## config.mk

```make
export PLATFORM = sky130hd
export DESIGN_NAME = ray_setup_unit
export DESIGN_NICKNAME = d
export VERILOG_FILES = /design/src/rtl/rt_pkg.sv /design/src/rtl/fxp_recip_div.sv /design/src/rtl/ray_setup_unit.sv
export SDC_FILE = /design/constraint.sdc
export NUM_CORES = 1
export LEC_CHECK = 0
export CORE_AREA = 2 2 242 244
export CTS_BUF_LIST = sky130_fd_sc_hd__clkbuf_2
export DETAILED_ROUTE_END_ITERATION = 10
export DIE_AREA = 0 0 244 246
export HOLD_SLACK_MARGIN = 0.06
export PLACE_DENSITY = 0.73
export SETUP_SLACK_MARGIN = 0.3
export SLEW_MARGIN = 30
export SYNTH_ARGS = -nofsm -noshare
export SYNTH_HDL_FRONTEND = slang
export SYNTH_SLANG_ARGS = --single-unit
export TNS_END_PERCENT = 20
```

## constraint.sdc

```tcl
create_clock -name clk -period 4.1 [get_ports clk]
set_input_delay 0.41 -clock clk [delete_from_list [all_inputs] [get_ports clk]]
set_output_delay 0.41 -clock clk [all_outputs]
set_load 0.02 [all_outputs]
```

## src/rtl/rt_pkg.sv

```systemverilog
// Shared ray-tracing types and fixed-point defaults, also used by ray_box_unit.
package rt_pkg;

  localparam int unsigned RT_FP_W    = 32;
  localparam int unsigned RT_FP_FRAC = 16;

  typedef struct packed {
    logic [RT_FP_W-1:0] x;
    logic [RT_FP_W-1:0] y;
    logic [RT_FP_W-1:0] z;
  } vec3_t;

  typedef struct packed {
    vec3_t              origin;
    vec3_t              dir;
    vec3_t              inv_dir;
    logic [RT_FP_W-1:0] t_min;
    logic [RT_FP_W-1:0] t_max;
  } ray_t;

  typedef struct packed {
    vec3_t lo;
    vec3_t hi;
  } aabb_t;

  typedef enum logic [1:0] {
    ST_IDLE,
    ST_DIV,
    ST_FIN,
    ST_OUT
  } setup_state_e;

  // Component select; any index above 1 maps to z.
  function automatic logic [RT_FP_W-1:0] vec_comp(input vec3_t v, input logic [1:0] idx);
    case (idx)
      2'd0:    vec_comp = v.x;
      2'd1:    vec_comp = v.y;
      default: vec_comp = v.z;
    endcase
  endfunction

  // Component replace; any index above 1 maps to z.
  function automatic vec3_t vec_set(input vec3_t v, input logic [1:0] idx,
                                    input logic [RT_FP_W-1:0] val);
    vec_set = v;
    case (idx)
      2'd0:    vec_set.x = val;
      2'd1:    vec_set.y = val;
      default: vec_set.z = val;
    endcase
  endfunction

  // Magnitude as unsigned; the most negative value maps onto itself (2^(W-1)).
  function automatic logic [RT_FP_W-1:0] abs_u(input logic [RT_FP_W-1:0] d);
    abs_u = d[RT_FP_W-1] ? -d : d;
  endfunction

endpackage

```

## src/rtl/fxp_recip_div.sv

```systemverilog
// Serial unsigned restoring divider: quot = floor(2^(2*FP_FRAC) / divisor),
// one quotient bit per cycle over FP_W+1 cycles. done_c marks the final step.
module fxp_recip_div
  import rt_pkg::*;
#(
  parameter int unsigned FP_W    = RT_FP_W,
  parameter int unsigned FP_FRAC = RT_FP_FRAC
) (
  input  logic            clk,
  input  logic            rst_n,
  input  logic            start,
  input  logic [FP_W-1:0] divisor,
  output logic            busy,
  output logic            done_c,
  output logic [FP_W:0]   quot
);

  localparam int unsigned QW = FP_W + 1;
  localparam int unsigned CW = $clog2(QW + 1);
  localparam logic [QW-1:0] DIVIDEND = QW'(1) << (2 * FP_FRAC);

  logic          busy_q, busy_d;
  logic [CW-1:0] cnt_q, cnt_d;
  logic [FP_W-1:0] rem_q, rem_d;
  logic [QW-1:0] dvd_q, dvd_d;
  logic [QW-1:0] quot_q, quot_d;
  logic [FP_W-1:0] dsr_q, dsr_d;
  logic [QW-1:0] rem_sh;
  logic          fits;

  // Divider state registers.
  always_ff @(posedge clk or negedge rst_n) begin
    if (!rst_n) begin
      busy_q <= 1'b0;
      cnt_q  <= '0;
      rem_q  <= '0;
      dvd_q  <= '0;
      quot_q <= '0;
      dsr_q  <= '0;
    end else begin
      busy_q <= busy_d;
      cnt_q  <= cnt_d;
      rem_q  <= rem_d;
      dvd_q  <= dvd_d;
      quot_q <= quot_d;
      dsr_q  <= dsr_d;
    end
  end

  // Load on start, otherwise one shift-compare-subtract step per busy cycle.
  always_comb begin
    busy_d = busy_q;
    cnt_d  = cnt_q;
    rem_d  = rem_q;
    dvd_d  = dvd_q;
    quot_d = quot_q;
    dsr_d  = dsr_q;
    rem_sh = {rem_q, dvd_q[QW-1]};
    fits   = (rem_sh >= {1'b0, dsr_q});
    if (start) begin
      busy_d = 1'b1;
      cnt_d  = CW'(QW);
      rem_d  = '0;
      dvd_d  = DIVIDEND;
      quot_d = '0;
      dsr_d  = divisor;
    end else if (busy_q) begin
      rem_d  = fits ? FP_W'(rem_sh - {1'b0, dsr_q}) : rem_sh[FP_W-1:0];
      dvd_d  = {dvd_q[QW-2:0], 1'b0};
      quot_d = {quot_q[QW-2:0], fits};
      cnt_d  = cnt_q - CW'(1);
      if (cnt_q == CW'(1)) busy_d = 1'b0;
    end
  end

  assign busy   = busy_q;
  assign done_c = busy_q && (cnt_q == CW'(1));
  assign quot   = quot_q;

endmodule

```

## src/rtl/ray_setup_unit.sv

```systemverilog
// Ray setup: registers a ray and computes inv_dir = 2^(2*FP_FRAC)/dir per
// component with one shared serial divider (x, y, z in turn), fixed latency.
// Optional macro RAY_SETUP_ZERO_INF_EN: zero dir component yields +max
// instead of 0.
module ray_setup_unit
  import rt_pkg::*;
#(
  parameter int unsigned FP_W    = RT_FP_W,
  parameter int unsigned FP_FRAC = RT_FP_FRAC
) (
  input  logic            clk,
  input  logic            rst_n,
  input  logic            in_valid,
  output logic            in_ready,
  input  vec3_t           in_origin,
  input  vec3_t           in_dir,
  input  logic [FP_W-1:0] in_t_min,
  input  logic [FP_W-1:0] in_t_max,
  output logic            out_valid,
  input  logic            out_ready,
  output ray_t            out_ray
);

  localparam logic [FP_W-1:0] SAT_MAG = {1'b0, {(FP_W-1){1'b1}}};
`ifdef RAY_SETUP_ZERO_INF_EN
  localparam logic [FP_W-1:0] ZERO_VAL = SAT_MAG;
`else
  localparam logic [FP_W-1:0] ZERO_VAL = '0;
`endif

  setup_state_e state_q, state_d;
  logic [1:0]   comp_q, comp_d;
  ray_t         ray_q, ray_d;
  logic         in_ready_q, in_ready_d;
  logic         out_valid_q, out_valid_d;

  logic            div_start_c;
  logic [FP_W-1:0] div_divisor_c;
  logic            div_busy;
  logic            div_done_c;
  logic [FP_W:0]   div_quot;

  logic [FP_W-1:0] fin_d_c;
  logic [FP_W-1:0] fin_mag_c;
  logic [FP_W-1:0] fin_val_c;

  fxp_recip_div #(
    .FP_W    (FP_W),
    .FP_FRAC (FP_FRAC)
  ) u_div (
    .clk     (clk),
    .rst_n   (rst_n),
    .start   (div_start_c),
    .divisor (div_divisor_c),
    .busy    (div_busy),
    .done_c  (div_done_c),
    .quot    (div_quot)
  );

  // FSM, ray and handshake registers.
  always_ff @(posedge clk or negedge rst_n) begin
    if (!rst_n) begin
      state_q     <= ST_IDLE;
      comp_q      <= '0;
      ray_q       <= '0;
      in_ready_q  <= 1'b1;
      out_valid_q <= 1'b0;
    end else begin
      state_q     <= state_d;
      comp_q      <= comp_d;
      ray_q       <= ray_d;
      in_ready_q  <= in_ready_d;
      out_valid_q <= out_valid_d;
    end
  end

  // Finalize: sign, saturate, zero-divisor substitution for the current component.
  always_comb begin
    fin_d_c   = vec_comp(ray_q.dir, comp_q);
    fin_mag_c = (div_quot > {1'b0, SAT_MAG}) ? SAT_MAG : div_quot[FP_W-1:0];
    if (fin_d_c == '0)          fin_val_c = ZERO_VAL;
    else if (fin_d_c[FP_W-1])   fin_val_c = -fin_mag_c;
    else                        fin_val_c = fin_mag_c;
  end

  // Next-state, ray update and divider control.
  always_comb begin
    state_d       = state_q;
    comp_d        = comp_q;
    ray_d         = ray_q;
    div_start_c   = 1'b0;
    div_divisor_c = abs_u(vec_comp(ray_q.dir, comp_q + 2'd1));
    case (state_q)
      ST_IDLE: begin
        if (in_valid) begin
          ray_d.origin  = in_origin;
          ray_d.dir     = in_dir;
          ray_d.inv_dir = '0;
          ray_d.t_min   = in_t_min;
          ray_d.t_max   = in_t_max;
          comp_d        = 2'd0;
          div_start_c   = 1'b1;
          div_divisor_c = abs_u(in_dir.x);
          state_d       = ST_DIV;
        end
      end
      ST_DIV: begin
        if (div_busy && div_done_c) state_d = ST_FIN;
      end
      ST_FIN: begin
        ray_d.inv_dir = vec_set(ray_q.inv_dir, comp_q, fin_val_c);
        if (comp_q == 2'd2) begin
          state_d = ST_OUT;
        end else begin
          comp_d      = comp_q + 2'd1;
          div_start_c = 1'b1;
          state_d     = ST_DIV;
        end
      end
      ST_OUT: begin
        if (out_ready) state_d = ST_IDLE;
      end
      default: state_d = ST_IDLE;
    endcase
    in_ready_d  = (state_d == ST_IDLE);
    out_valid_d = (state_d == ST_OUT);
  end

  assign in_ready  = in_ready_q;
  assign out_valid = out_valid_q;
  assign out_ray   = ray_q;

endmodule

```

==> flow_metrics.tcl <==
set metrics [dict create \
    crit_slowest_cell "ha_1" \
    final_cell_mix "nand2_1, clkdlybuf4s50_1, dfrtp_1" \
    vias 23210 \
    path_class "reg2reg" \
    switching_share_pct 36.43 \
    ctsLongestPathBuffers 3 \
    drt_drc_violations_left 0 \
    cts_resized 0 \
    finalWirelength_mm 92.97 \
    ys_async_sr_fraction_pct 100.0 \
    final_nets 3752 \
    critPathCaptureType "flop" \
    slew_headroom_pct 41.61 \
    clock.fmax_ghz 0.2879 \
    fin_crit_ps 3473 \
    p_switching_mw 4.682 \
    rows 88 \
    tightest_slew_ps 875.8 \
    final.period_utilization_pct 84.72 \
    grt_overflow 0 \
    synth_warnings 0 \
    cp-startpoint "comp_q[0]$_DFFE_PN0P_" \
    clk_pin_slew_worst_paths_ps 100 \
    cts.sinks 463 \
    initial_utilization_pct 39.79 \
    antenna_found_initial 7 \
    synth_cell_types 84 \
    synthesis.nets 2867 \
    syn_area_per_cell_sq_um 8.903 \
    ir_drop_mv 0.2483 \
    fillers 4821 \
    pin_count 614 \
    finalSetupViolCount 0 \
    drive_above_1_share_pct 8.399 \
    grt_max_degree 189 \
    reg2reg_from "comp_q[0]$_DFFE_PN0P_" \
    cts_made_buffers 120 \
    critPathMaxStageDelay_ps 460 \
    slew_viol_final 0 \
    status "completed" \
    leakagePower_nw 15.82 \
    drt-pass1-iter-count 6 \
    grt_usage_pct 30.15 \
    rr_worst_depth 12 \
    crit_chain "inv_1, ha_1, buf_4, a221o_1, o21ai_0, and4b_1, nand3_2, nor4b_4, a41oi_1, xnor2_1, a21oi_1, o21ai_2" \
    seq_area_frac_synth_pct 50.76 \
    gp_congestion 0.9387 \
    r2r-end "u_div.dsr_q[30]$_DFFE_PN0P_" \
    intPower_mw 8.169 \
    netlist_area_sq_um 22830 \
    viasPerCell 5.390 \
    power_frac_seq_pct 41.5 \
    root_buffer "clkbuf_2" \
    core_area_sq_um 57370 \
    finalHoldViolCount 0 \
    syn-instance-count 2564 \
    h-tree-depth 3 \
    portBuffers 613 \
    reg2reg_slack_ps 630 \
    die_x_microns 244 \
    grt_pass1_wl_mm 139.1 \
    synth_enable_flop_cells 0 \
    cts_tree "done" \
    endpoint "u_div.dsr_q[30]$_DFFE_PN0P_" \
    hold_buffers 261 \
    worst_setup_path_start_kind "flop" \
    critPathArrivalTime_ps 4510 \
    drt_iter0_markers 1890 \
    ys.flop_type "dfrtp_1" \
    clkPwrFrac_pct 25.3 \
    area_growth_pct 46.14 \
    power_density_nw_per_um2 385.2 \
    post-route-util_pct 58.16 \
    rsz0062_at_grt "false" \
    pwr-share-comb_pct 33.2 \
    required_ps 5130 \
    hp-class "in2reg" \
    die_h_microns 246 \
    timing.setup.tns_ps 0 \
    insertion_delay_ps 1240 \
    final_common_cell "nand2_1" \
    ys_ff_latch 463 \
    final_antenna_net_count 0 \
    grt_pass1_vias 22950 \
    hold_slack_ps 250.1 \
    total_power_mw 12.85 \
    cts_post_setup_buffers_inserted 0 \
    dieArea_sq_um 60020 \
    wl_per_cell_microns 21.59 \
    clock-skew-final_ps 147.2 \
    hpwl_mm 64.01 \
    drv_cap 0 \
    crit_fanout 17 \
]
==> power by group through the flow <==
stage          clock network, mW  logic [mW]  registers [mW]
2_1_floorplan                  0        2.53            5.48
4_1_cts                     3.30        4.22            5.31
3_3_place_gp                   0        3.93            5.39
6_report                    3.26        4.27            5.33
3_5_place_dp                   0        3.98            5.39
5_1_grt                     3.57        4.65            5.37
==> layout make-up <==
cell class / count / area, sq um / share of cell area, %
Antenna cell: 6 / 15.01 / 0.04501
Clock buffer: 178 / 890.9 / 2.670
Clock inverter: 31 / 145.1 / 0.4351
Sequential cell: 463 / 11590 / 34.74
Timing Repair Buffer: 911 / 9094 / 27.26
Inverter: 48 / 180.2 / 0.5401
Multi-Input combinational cell: 1905 / 10490 / 31.44
Tap cell: 765 / 957.2 / 2.869
==> per-layer routing <==
layer  share of wire, %  GRT usage (%)  vias to the layer above
met5              0.032              0                        -
met4                7.2          19.78                        2
met3                7.2          6.296                      312
met2                 46          47.64                     1178
met1                 40          37.53                    11240
li1                   -              -                    10490
==> cell families (layout without fill, tap and decap cells) <==
group	Yosys count	in the layout	share of synthesized area (%)
XOR/XNOR	105	105	4.028
adder cells (fa/ha/maj)	43	43	2.390
multiplexers	80	80	3.634
AND/OR/NAND/NOR	1220	1220	22.61
flip-flops	463	463	50.76
other	0	6	0
buffers and inverters	196	1168	3.541
AO/OA/AOI/OAI	457	457	13.04
==> Yosys cell counts (25+ instances only) <==
cell	count	area share (%)
nand2_1	918	15
dfrtp_1	462	51
o21ai_0	145	3.2
clkbuf_1	118	1.9
nor2_1	114	1.9
a21oi_1	80	1.8
mux2i_1	57	2.5
xnor2_1	55	2.1
xor2_1	50	1.9
inv_1	48	0.79
o31ai_1	47	1.5
ha_1	42	2.3
nor4_1	27	0.74
a31oi_1	25	0.69
nand3_1	25	0.55
==> registers in the layout, indices dropped and copies added (netlist names) <==
signal       cells
u_div.dsr_q     32
out_ray        352
u_div.busy       1
u_div.cnt_q      6
out_valid        1
comp_q           2
u_div.dvd_q      1
state_q          2
u_div.quot      33
in_ready         1
u_div.rem_q     32
==> critical path, delay by kind of cell, from the launching register on <==
family,cells,cell delay (ps)
compound gates,5,900
xor+xnor,1,180
fa+ha+maj,1,460
buf+inv,2,440
flops,1,430
simple gates,3,960
==> worst min-delay path by stage <==
stage                             startpoint                          end  slack, ps  cells after the start
global route                   in_origin[32]     out_ray[288]$_DFFE_PN0P_        230                      4
detailed placement   out_ray[18]$_DFFE_PN0P_      out_ray[18]$_DFFE_PN0P_        460                      2
CTS                            in_origin[32]     out_ray[288]$_DFFE_PN0P_        130                      4
finish                              in_valid  u_div.dsr_q[22]$_DFFE_PN0P_        250                      4
floorplan                              rst_n        comp_q[0]$_DFFE_PN0P_        110                      0
global placement    out_ray[351]$_DFFE_PN0P_     out_ray[351]$_DFFE_PN0P_        460                      2
==> through the flow <==
| step | instance area [sq um] | cells | setup WS (ps) |
|---|---|---|---|
| after CTS | 33350 | 4301 | 666.6 |
| after global routing | 33360 | 4306 | 469.5 |
| after detailed placement | 29680 | 3831 | 680.8 |
| after floorplan | 22830 | 2564 | 1140 |
| after global placement | 29660 | 3831 | 630.9 |
| final | 33360 | 4307 | 626.5 |
Power figures use the tool's default switching activity.
